`config.mk`:
```
export PLATFORM = sky130hd
export DESIGN_NAME = event_blinker
export DESIGN_NICKNAME = d
export VERILOG_FILES = /design/src/rtl/event_blinker.sv
export SDC_FILE = /design/constraint.sdc
export NUM_CORES = 1
export LEC_CHECK = 0
export ABC_AREA = 1
export CAP_MARGIN = 0
export CORE_MARGIN = 10
export CORE_UTILIZATION = 35
export CTS_BUF_LIST = sky130_fd_sc_hd__clkbuf_2 sky130_fd_sc_hd__clkbuf_4 sky130_fd_sc_hd__clkbuf_8
export CTS_CLUSTER_SIZE = 20
export DETAILED_ROUTE_END_ITERATION = 12
export SYNTH_ARGS = -nofsm -noshare
export SYNTH_HDL_FRONTEND = slang
export SYNTH_SLANG_ARGS = --single-unit
```
`constraint.sdc`:
```
create_clock -name i_Clk -period 2 [get_ports i_Clk]
set_input_delay 0.2 -clock i_Clk [delete_from_list [all_inputs] [get_ports i_Clk]]
set_output_delay 0.2 -clock i_Clk [all_outputs]
set_load 0.1 [all_outputs]
```
`src/rtl/event_blinker.sv`:
```
// Turns short event pulses into LED blinks of fixed on-time and minimum off-gap.
// Define EVENT_BLINKER_SYNC_EN to add a two-flop input synchronizer for asynchronous event sources.
module event_blinker #(
  parameter int c_ON_CYCLES   = 2500000,
  parameter int c_OFF_CYCLES  = 2500000,
  parameter int c_MAX_PENDING = 7
) (
  input  logic                                   i_Clk,
  input  logic                                   i_Rst_L,
  input  logic                                   i_Event,
  output logic                                   o_LED,
  output logic                                   o_Busy,
  output logic [$clog2(c_MAX_PENDING+1)-1:0]     o_Pending,
  output logic                                   o_Overflow
);

  localparam int c_PEND_W  = $clog2(c_MAX_PENDING + 1);
  localparam int c_CNT_MAX = (c_ON_CYCLES > c_OFF_CYCLES) ? c_ON_CYCLES : c_OFF_CYCLES;
  localparam int c_CNT_W   = $clog2(c_CNT_MAX + 1);

  localparam logic [c_CNT_W-1:0]  c_ON_LAST  = c_CNT_W'(c_ON_CYCLES - 1);
  localparam logic [c_CNT_W-1:0]  c_OFF_LAST = c_CNT_W'(c_OFF_CYCLES - 1);
  localparam logic [c_PEND_W-1:0] c_PEND_SAT = c_PEND_W'(c_MAX_PENDING);

  typedef enum logic [1:0] {
    IDLE = 2'd0,
    ON   = 2'd1,
    GAP  = 2'd2
  } state_t;

  state_t                state_reg;
  logic [c_CNT_W-1:0]    cnt_reg;
  logic [c_PEND_W-1:0]   pending_reg;
  logic [c_PEND_W-1:0]   pending_next;
  logic                  event_prev_reg;
  logic                  overflow_reg;
  logic                  led_reg;
  logic                  busy_reg;
  logic                  event_s;
  logic                  event_edge;
  logic                  on_done;
  logic                  gap_done;
  logic                  start;
  logic                  overflow_set;

`ifdef EVENT_BLINKER_SYNC_EN
  // Both stages reset high so a source already high at reset release is not seen as an edge.
  logic [1:0] sync_reg;

  always_ff @(posedge i_Clk) begin
    if (!i_Rst_L) begin
      sync_reg <= 2'b11;
    end else begin
      sync_reg <= {sync_reg[0], i_Event};
    end
  end

  assign event_s = sync_reg[1];
`else
  assign event_s = i_Event;
`endif

  always_comb begin
    event_edge   = event_s & ~event_prev_reg;
    on_done      = (state_reg == ON)  && (cnt_reg == c_ON_LAST);
    gap_done     = (state_reg == GAP) && (cnt_reg == c_OFF_LAST);
    start        = (pending_reg != '0) && ((state_reg == IDLE) || gap_done);
    pending_next = pending_reg;
    overflow_set = 1'b0;
    // A saturated counter drops the new event; a start on the same edge still consumes one.
    if (event_edge && (pending_reg == c_PEND_SAT)) begin
      overflow_set = 1'b1;
      if (start) begin
        pending_next = pending_reg - c_PEND_W'(1);
      end
    end else if (event_edge && !start) begin
      pending_next = pending_reg + c_PEND_W'(1);
    end else if (!event_edge && start) begin
      pending_next = pending_reg - c_PEND_W'(1);
    end
  end

  always_ff @(posedge i_Clk) begin
    if (!i_Rst_L) begin
      state_reg      <= IDLE;
      cnt_reg        <= '0;
      pending_reg    <= '0;
      event_prev_reg <= 1'b1;
      overflow_reg   <= 1'b0;
      led_reg        <= 1'b0;
      busy_reg       <= 1'b0;
    end else begin
      event_prev_reg <= event_s;
      pending_reg    <= pending_next;
      overflow_reg   <= overflow_reg | overflow_set;
      busy_reg       <= 1'b1;
      case (state_reg)
        IDLE: begin
          cnt_reg <= '0;
          if (start) begin
            state_reg <= ON;
            led_reg   <= 1'b1;
          end else begin
            led_reg  <= 1'b0;
            busy_reg <= (pending_next != '0);
          end
        end
        ON: begin
          if (on_done) begin
            state_reg <= GAP;
            cnt_reg   <= '0;
            led_reg   <= 1'b0;
          end else begin
            cnt_reg <= cnt_reg + c_CNT_W'(1);
            led_reg <= 1'b1;
          end
        end
        GAP: begin
          if (gap_done) begin
            cnt_reg <= '0;
            if (start) begin
              state_reg <= ON;
              led_reg   <= 1'b1;
            end else begin
              state_reg <= IDLE;
              led_reg   <= 1'b0;
              busy_reg  <= (pending_next != '0);
            end
          end else begin
            cnt_reg <= cnt_reg + c_CNT_W'(1);
            led_reg <= 1'b0;
          end
        end
        default: begin
          state_reg <= IDLE;
          cnt_reg   <= '0;
          led_reg   <= 1'b0;
          busy_reg  <= (pending_next != '0);
        end
      endcase
    end
  end

  assign o_LED      = led_reg;
  assign o_Busy     = busy_reg;
  assign o_Pending  = pending_reg;
  assign o_Overflow = overflow_reg;

endmodule

```
==> flow_summary.yaml <==
outcome:
  outcome: "finished, final reports clean"
grt:
  gr-total-overflow: 0
  grt_pass1_vias: 1320
  global_route.peak_usage_layer: "met2"
  grt_start_max_net_pins: 23
  grt_pass1_wl_mm: 5.95
  grt_antenna_before_repair: 0
  grt.met1_usage_pct: 10.1
  global_routing_met3_resource_utilization_pct: 2.91
  track_usage_pct: 8.77
  globalRouteMet2Util_pct: 14.3
clock_tree:
  clk_pin_slew_ns: 0.07
  tritoncts.num_buffers: 5
  root_buffer: "sky130_fd_sc_hd__clkbuf_8"
  tritoncts: "built"
  htreeDepth: 2
  clk_latency_ns: 0.28
  clock_path_buffers: 2
  clock_sink_count: 31
  cts_hold_repair.buffers: 0
floorplan:
  die_w_um: 90.3
  design.die.area_sq_um: 8160
  floorplan.initialDensity_pct: 36.4
  placementRows: 25
  chipHeight_um: 90.3
  top_level_ports: 9
  core-area_sq_um: 4750
logic_synthesis:
  yosys_most_used_dff: "sky130_fd_sc_hd__dfxtp_1"
  synth.cells.most_frequent: "41 x sky130_fd_sc_hd__nand2_1, 40 x sky130_fd_sc_hd__nor2_1, 31 x sky130_fd_sc_hd__dfxtp_1, 31 x sky130_fd_sc_hd__inv_1, 13 x sky130_fd_sc_hd__xor2_1"
  synth_largest_area_cell: "sky130_fd_sc_hd__dfxtp_1"
  synth-edff-count: 0
  synth_most_common_cell: "sky130_fd_sc_hd__nand2_1"
  synthDistinctLibCells: 29
  synth_area_sq_um: 1730
  ys_ff_latch: 31
  top_cell_type_s_share_of_synthesized_area_pct: 35.8
  synth.area.top_cells: "sky130_fd_sc_hd__dfxtp_1 36%, sky130_fd_sc_hd__nand2_1 8.9%, sky130_fd_sc_hd__nor2_1 8.7%, sky130_fd_sc_hd__inv_1 6.7%, sky130_fd_sc_hd__xor2_1 6.6%"
  post_synth_inst_count: 233
  synth.yosys.warnings: 0
  syn-mean-instance-area_sq_um: 7.43
  postSynthNetCount: 245
  ys_async_sr_fraction_pct: 0
  yosysSeqAreaShare_pct: 35.8
worst_setup_path:
  criticalPathCategory: "register to register"
  most_common_cell_type_on_the_critical_path: "sky130_fd_sc_hd__nand3_1"
  critical_path_arrival_ns: 2.01
  critPathLaunchType: "register"
  r2r-end: "o_Busy"
  cpPeakStageDelay_ns: 0.35
  timing.critical_path.fanout_max: 7
  crit_path_cell_trace: "ha_2 > nand2_2 > nor2_4 > nand3_1 > nor2_2 > nand3_2 > nand2_4 > nand2_2 > nand3_1 > nand3_1 > nand2_1 > nand2_1 > nor2_1 > nor2_1"
  type_of_destination_of_the_critical_path: "register"
  startpoint: "cnt_reg[0]"
  rr_startpoint: "cnt_reg[0]"
  critical_path.slowest_cell: "sky130_fd_sc_hd__dfxtp_2"
  reg2reg_slack_ns: 0.15
  critPathRequiredTime_ns: 2.17
  crit_path_end: "o_Busy"
  timing.reg2reg.worst_path_depth: 14
placement:
  preCtsSetupSlack_ns: 0.0942
  port_buffers: 8
  placed_cells: 308
  placed_cell_area_sq_um: 1890
  globalplace.congestion: 0.841
  dp_hpwl_mm: 2.52
sta:
  setup_slack_ns: 0.154
  setup_viols_final: 0
  finalClockSkew_ns: 0.00683
  setup_tns_ns: 0
  final.period_utilization_pct: 92.3
  hold_violations: 0
  slew_headroom_pct: 74.6
  fmaxAchievable_mhz: 542
  period_minus_slack_ns: 1.85
  rsz0062_at_grt: "true"
  worst_slew_pin_slew_ns: 0.377
  fin_hold_ws_ns: 0.472
  report.final.slew_viol_count: 0
final_layout:
  multi_input_area_sq_um: 986
  syn_to_final_growth_pct: 17.0
  largest_reg_flops: 22
  post-route-cell-area_sq_um: 2030
  antennaDiodeCount: 0
  finish.cell_count_without_fillers: 320
  layout.area.seq_sq_um: 629
  fin_util_pct: 42.6
  nFillCells: 521
  drive_above_1_share_pct: 18.6
  final_net_count: 264
worst_hold_path:
  worstHoldPathType: "primary input to register"
pwr:
  design_power_total_mw: 2.23
  irDropWorstVdd_mv: 0.653
  power_per_cell_area_nw_per_um2: 1100
  total_leakage_power_nw: 0.814
drt:
  drt_iter0_markers: 70
  antenna_left: 0
  drtPass1Iterations: 4
  vias_per_cell: 4.43
  vias: 1418
  wire_per_inst_um: 10.9
  drt_drc_violations_left: 0
  wl_final_mm: 3.50
job:
  maxCapViolations: 0
[kinds of logic after synthesis]
group	count (synthesis)	synth area share, %
buffers and inverters	36	7.95
AOI/OAI and AO/OA	21	6.94
DFF	31	35.8
xor gates and xnor gates	14	7.08
adders and majority gates	9	6.50
and+or+nand+nor	122	35.7
[critical path, delay by kind of cell (launching register included)]
kind          cells  cell delay [ns]
flops             1             0.35
fa+ha+maj         1             0.18
simple gates     13             1.20
[worst min path at each step]
stage | slack (ns) | cells after the start | to | start
finish | 0.47 | 3 | event_prev_reg | i_Event
global route | 0.50 | 3 | event_prev_reg | i_Event
CTS | 0.47 | 3 | event_prev_reg | i_Event
detailed placement | 0.45 | 1 | cnt_reg[0] | cnt_reg[0]
global placement | 0.44 | 1 | cnt_reg[0] | cnt_reg[0]
floorplan | 0.27 | 1 | event_prev_reg | i_Rst_L
[layout make-up]
| class | instances | share of cell area (%) |
|---|---|---|
| Multi-Input combinational cell | 166 | 48.7 |
| Sequential cell | 31 | 31.1 |
| Inverter | 34 | 6.30 |
| Timing Repair Buffer | 14 | 5.44 |
| Clock buffer | 7 | 4.14 |
| Tap cell | 67 | 4.14 |
| Clock inverter | 1 | 0.247 |
[per-layer routing]
layer | wire length (um) | up-vias | part of all wire [%]
met5 | 0 | - | 0
met2 | 1610 | 19 | 46
met3 | 121 | 5 | 3.5
met1 | 1720 | 615 | 49
li1 | - | 779 | -
met4 | 49 | 0 | 1.4
[placed cells by master, fill, tap and decap left out, types with 8 or more instances in the layout]
cell / synthesis / routed
sky130_fd_sc_hd__dfxtp_1: 31 / 26
sky130_fd_sc_hd__ha_1: 9 / 8
sky130_fd_sc_hd__nor2_1: 40 / 39
sky130_fd_sc_hd__a21oi_1: 10 / 10
sky130_fd_sc_hd__nand3_1: 11 / 11
sky130_fd_sc_hd__inv_1: 31 / 31
sky130_fd_sc_hd__buf_4: 0 / 12
sky130_fd_sc_hd__nand2_1: 41 / 40
sky130_fd_sc_hd__nor3_1: 9 / 9
sky130_fd_sc_hd__xor2_1: 13 / 13
[power breakdown]
group          internal [mW]  switching, mW  leakage (nW)
Clock                  0.271          0.238        0.0491
Sequential             0.687         0.0477         0.254
Combinational          0.300          0.683         0.511
Total                   1.26          0.968         0.814
[repair_timing]
action,in CTS,in global routing
setup endpoints to repair,0,3
hold endpoints to repair,0,0
buffers inserted,0,4
resized for setup,0,6
Power figures use the tool's default switching activity.
